### src/rtl/ras_predictor.sv
// Return-address stack for the fetch front end. A speculative copy drives the
// jr $ra prediction, and a committed copy restores it on a mispredict flush.
module ras_predictor #(
  parameter int DEPTH = 8,
  parameter int PTR_W = $clog2(DEPTH)
) (
  input  logic             clk,
  input  logic             rst,
  input  logic             spec_push_i,
  input  logic [31:0]      spec_push_addr_i,
  input  logic             spec_pop_i,
  input  logic             cmt_push_i,
  input  logic [31:0]      cmt_push_addr_i,
  input  logic             cmt_pop_i,
  input  logic             flush_i,
  output logic [31:0]      ret_predict_addr_o,
  output logic             ret_predict_valid_o,
  output logic [PTR_W:0]   spec_count_o
);

  localparam logic [PTR_W:0]   FULL_CNT  = (PTR_W+1)'(DEPTH);
  localparam logic [PTR_W:0]   CNT_ONE   = (PTR_W+1)'(1);
  localparam logic [PTR_W:0]   CNT_ZERO  = '0;
  localparam logic [PTR_W-1:0] SP_ONE    = PTR_W'(1);
  localparam logic [PTR_W-1:0] SP_ZERO   = '0;

  logic [31:0]      spec_entry_q [DEPTH];
  logic [31:0]      spec_entry_d [DEPTH];
  logic [PTR_W-1:0] spec_sp_q, spec_sp_d;
  logic [PTR_W:0]   spec_count_q, spec_count_d;

  logic [31:0]      cmt_entry_q [DEPTH];
  logic [31:0]      cmt_entry_d [DEPTH];
  logic [PTR_W-1:0] cmt_sp_q, cmt_sp_d;
  logic [PTR_W:0]   cmt_count_q, cmt_count_d;

  // Committed stack next state: follows resolved calls/returns every cycle.
  always_comb begin
    cmt_entry_d = cmt_entry_q;
    cmt_sp_d    = cmt_sp_q;
    cmt_count_d = cmt_count_q;
    if (cmt_push_i && cmt_pop_i) begin
      // Return-and-call replaces the top in place; an empty stack gains one entry.
      cmt_entry_d[cmt_sp_q] = cmt_push_addr_i;
      if (cmt_count_q == CNT_ZERO) begin
        cmt_count_d = CNT_ONE;
      end else begin
        cmt_count_d = cmt_count_q;
      end
    end else if (cmt_push_i) begin
      cmt_sp_d              = cmt_sp_q + SP_ONE;
      cmt_entry_d[cmt_sp_d] = cmt_push_addr_i;
      if (cmt_count_q == FULL_CNT) begin
        cmt_count_d = FULL_CNT;
      end else begin
        cmt_count_d = cmt_count_q + CNT_ONE;
      end
    end else if (cmt_pop_i) begin
      if (cmt_count_q != CNT_ZERO) begin
        cmt_sp_d    = cmt_sp_q - SP_ONE;
        cmt_count_d = cmt_count_q - CNT_ONE;
      end else begin
        cmt_sp_d    = cmt_sp_q;
        cmt_count_d = cmt_count_q;
      end
    end else begin
      cmt_sp_d    = cmt_sp_q;
      cmt_count_d = cmt_count_q;
    end
  end

  // Speculative stack next state: flush copies the committed next state wholesale.
  always_comb begin
    spec_entry_d = spec_entry_q;
    spec_sp_d    = spec_sp_q;
    spec_count_d = spec_count_q;
    if (flush_i) begin
      spec_entry_d = cmt_entry_d;
      spec_sp_d    = cmt_sp_d;
      spec_count_d = cmt_count_d;
    end else if (spec_push_i && spec_pop_i) begin
      spec_entry_d[spec_sp_q] = spec_push_addr_i;
      if (spec_count_q == CNT_ZERO) begin
        spec_count_d = CNT_ONE;
      end else begin
        spec_count_d = spec_count_q;
      end
    end else if (spec_push_i) begin
      spec_sp_d               = spec_sp_q + SP_ONE;
      spec_entry_d[spec_sp_d] = spec_push_addr_i;
      if (spec_count_q == FULL_CNT) begin
        spec_count_d = FULL_CNT;
      end else begin
        spec_count_d = spec_count_q + CNT_ONE;
      end
    end else if (spec_pop_i) begin
      if (spec_count_q != CNT_ZERO) begin
        spec_sp_d    = spec_sp_q - SP_ONE;
        spec_count_d = spec_count_q - CNT_ONE;
      end else begin
        spec_sp_d    = spec_sp_q;
        spec_count_d = spec_count_q;
      end
    end else begin
      spec_sp_d    = spec_sp_q;
      spec_count_d = spec_count_q;
    end
  end

  // Pointer and occupancy registers for both stacks.
  always_ff @(posedge clk) begin
    if (rst) begin
      spec_sp_q    <= SP_ZERO;
      spec_count_q <= CNT_ZERO;
      cmt_sp_q     <= SP_ZERO;
      cmt_count_q  <= CNT_ZERO;
    end else begin
      spec_sp_q    <= spec_sp_d;
      spec_count_q <= spec_count_d;
      cmt_sp_q     <= cmt_sp_d;
      cmt_count_q  <= cmt_count_d;
    end
  end

  // Entry storage carries no reset; it is simply held while rst is high.
  always_ff @(posedge clk) begin
    if (rst) begin
      spec_entry_q <= spec_entry_q;
      cmt_entry_q  <= cmt_entry_q;
    end else begin
      spec_entry_q <= spec_entry_d;
      cmt_entry_q  <= cmt_entry_d;
    end
  end

  assign ret_predict_valid_o = (spec_count_q != CNT_ZERO);
  assign ret_predict_addr_o  = (spec_count_q != CNT_ZERO) ? spec_entry_q[spec_sp_q] : 32'h0000_0000;
  assign spec_count_o        = spec_count_q;

endmodule

### config.mk
export PLATFORM = sky130hd
export DESIGN_NAME = ras_predictor
export DESIGN_NICKNAME = d
export VERILOG_FILES = /design/src/rtl/ras_predictor.sv
export SDC_FILE = /design/constraint.sdc
export NUM_CORES = 2
export LEC_CHECK = 0
export BUFFER_PORTS_ARGS = -buffer_cell sky130_fd_sc_hd__buf_2
export CAP_MARGIN = 5
export CORE_AREA = 3 3 207 209
export CTS_CLUSTER_SIZE = 10
export DETAILED_ROUTE_END_ITERATION = 10
export DIE_AREA = 0 0 210 212
export PLACE_DENSITY = 0.79
export SLEW_MARGIN = 20
export SYNTH_ARGS = -nofsm -noshare
export SYNTH_HDL_FRONTEND = slang
export SYNTH_SLANG_ARGS = --single-unit
export TNS_END_PERCENT = 5
### constraint.sdc
create_clock -name clk -period 13.3 [get_ports clk]
set_input_delay 2.66 -clock clk [delete_from_list [all_inputs] [get_ports clk]]
set_output_delay 2.66 -clock clk [all_outputs]
set_load 0.05 [all_outputs]
==> flow_metrics.py <==
metrics = {
    "setup_path": {
        "critical_path.cell_chain": "and3_2 > a22oi_1 > a41oi_1 > buf_2",
        "cp_top_family": "simple AND/OR/NAND/NOR gates",
        "end_kind": "output pin",
        "required_ns": 10.64,
        "path_max_fanout": 33,
        "cp.arrival_ns": 3.45,
        "crit_buf_inv": 1,
        "crit_type": "flop to output pin",
        "slowest_stage": "and3_2",
        "cp-start-kind": "flop",
        "max_stage_delay_ns": 1.03,
    },
    "place": {
        "port_buffers": 107,
        "dpl.hpwl_um": 35100,
        "dp_cells": 2085,
        "place_congestion": 0.792,
    },
    "detailed_routing": {
        "wl_per_cell_um": 30.2,
        "via_per_inst": 7.25,
        "vias": 15660,
        "drc": 0,
        "drt_iter0_drc": 2266,
        "drt_pass1_iterations": 6,
        "wl_um": 65200,
        "final_antenna_net_count": 0,
    },
    "synth": {
        "yosys_warnings": 0,
        "synth_ff_type": "edfxtp_1",
        "async_reset_ff_share_pct": 0,
        "avgSynthCellArea_um2": 16.0,
        "synth_top_area_cell": "edfxtp_1",
        "synth_area_leaders": "edfxtp_1 62%, o2bb2ai_1 8.0%, mux2_2 6.7%, mux2_4 5.5%, a22oi_1 4.1%",
        "ys_ff_latch": 526,
        "synth_edf_count": 512,
        "syn_nets": 1617,
        "synth_seq_area_share_pct": 63.6,
        "synth_area_um2": 24600,
        "synthTopCellsByCount": "512 x edfxtp_1, 226 x o2bb2ai_1, 146 x mux2_2, 134 x a22oi_1, 90 x mux2_4",
        "ys_types": 67,
        "yosysMostFrequentCell": "edfxtp_1",
        "synth_top_cell_area_share_pct": 62.4,
        "synthCells": 1537,
    },
    "final_layout": {
        "drive_gt1_share_pct": 31.6,
        "final_util_pct": 66.3,
        "regArea_um2": 15700,
        "nNetsFinal": 1694,
        "multi_input_area_um2": 8420,
        "diodes": 0,
        "n_fill_cell": 2709,
        "syn_to_final_growth_pct": 10.4,
        "fin_cells": 2160,
    },
    "floorplanning": {
        "die_h_um": 212,
        "die_w_um": 210,
        "rows": 74,
        "io_pins": 108,
        "dieArea_um2": 44500,
        "core_area_um2": 41000,
        "initial_core_util_pct": 60.0,
    },
    "timing": {
        "worstMarginPinSlew_ns": 1.13,
        "fin_skew_ns": 0.0136,
        "rsz0062_at_grt": "no",
        "max_freq_ghz": 0.164,
        "setup-tns-final_ns": 0,
        "fin_crit_sh_pct": 45.9,
        "hold_violations": 0,
        "relSlewSlack_pct": 24.7,
        "min_period_ns": 6.11,
        "finalSetupViolCount": 0,
        "maxSlewViolCount": 0,
    },
    "pwr": {
        "p_leak_nw": 9.06,
        "power_mw": 4.41,
        "ir_drop_mv": 0.140,
        "powerDensity_nw_per_um2": 162,
    },
    "clocking": {
        "holdBufCountCts": 0,
        "cts.path.max_buffers": 3,
        "insertion_delay_ns": 0.61,
        "path_clk_slew_ns": 0.06,
        "cts_tree": "built",
        "ctsHtreeMaxLevel": 2,
        "clock-sinks": 526,
        "cts_resized": 0,
        "cts_buffers": 59,
        "cts_setup_buffers": 0,
        "root_buffer": "clkbuf_16",
    },
    "global_route": {
        "grt_pass1_vias": 15722,
        "grt_pass1_wl_um": 98200,
        "grt_use_total_pct": 29.2,
        "grt_max_degree": 140,
        "antenna_found_initial": 0,
        "overflow": 0,
    },
    "run_status": {
        "outcome": "finished clean",
    },
    "hold_path": {
        "hp-class": "flop to flop",
    },
    "job": {
        "cap_violations": 0,
    },
}
[power by group]
| part | switching, mW | leakage (nW) | total [mW] | internal, mW |
|---|---|---|---|---|
| clock network | 0.601 | 0.774 | 1.41 | 0.808 |
| logic | 0.605 | 3.23 | 0.913 | 0.308 |
| registers | 0.0565 | 5.06 | 2.08 | 2.03 |
[metal layers]
layer  track usage [%]  vias to the layer above  share of wire (%)  wire, µm
li1                  -                     6519                  -         -
met3              6.01                      175                 11      7250
met1              42.5                     7874                 40     26100
met4              11.2                        0                3.6      2320
met5                 0                        -                  0         0
met2              44.0                     1092                 45     29600
[cell families after synthesis]
logic type	Yosys count	synth area share [%]
buf+inv	142	3.01
simple gates	111	2.40
fa+ha+maj	9	0.457
compound gates	479	16.7
mux	262	13.5
xor+xnor	8	0.315
flops	526	63.6
[layout by cell type, fill, tap and decap left out, types with 3 or more instances in the layout]
cell / count
edfxtp_1: 512
o2bb2ai_1: 226
mux2_2: 146
a22oi_1: 129
buf_2: 106
mux2_4: 90
clkbuf_16: 59
nand2_1: 41
buf_4: 34
a41oi_1: 32
o2bb2ai_2: 30
mux2_1: 20
a21oi_1: 16
nor2_1: 14
dfxtp_1: 14
inv_1: 11
clkbuf_1: 10
ha_1: 9
a21boi_4: 8
nor3_1: 8
a22oi_2: 6
nor2b_1: 6
o21ai_0: 6
inv_2: 5
and3_2: 4
xnor2_1: 4
and3_1: 4
nand4_1: 4
mux2i_4: 4
a32oi_1: 4
nor2_4: 3
xor2_1: 3
nor3_4: 3
nand2b_1: 3
a221oi_1: 3
[state kept, by name, summed over array words and instances (netlist names)]
register / flops
cmt_entry_q: 256
spec_entry_q: 256
cmt_count_q: 4
spec_count_o: 4
cmt_sp_q: 3
spec_sp_q: 3
[area by class of cell]
class,instances,share of cell area (%)
clock inverters,6,0.262
flip-flops and latches,526,57.6
well taps,532,2.45
multi-input cells,869,31.0
inverters,17,0.262
clock buffers,69,5.57
repair buffers,141,2.94
[worst paths after layout]
kind,from,endpoint,slack (ns),depth (start not counted)
setup / recovery,spec_sp_q[2],ret_predict_addr_o[13],7.19,4
hold / removal,cmt_entry_q[109],cmt_entry_q[109],0.56,1
setup reg to reg,spec_sp_q[2],spec_entry_q[54],9.67,5
hold reg to reg,cmt_entry_q[109],cmt_entry_q[109],0.56,1
[metrics by stage]
step | setup WS [ns] | hold WS [ns] | area (µm²)
finish | 7.19 | 0.562 | 27200
global route | 7.15 | 0.574 | 27200
CTS | 7.28 | 0.560 | 27200
detailed placement | 7.64 | 0.547 | 25600
global placement | 7.71 | 0.540 | 25600
floorplan | 4.66 | 0.527 | 24600
No activity file was read; power rests on OpenSTA's default activity.
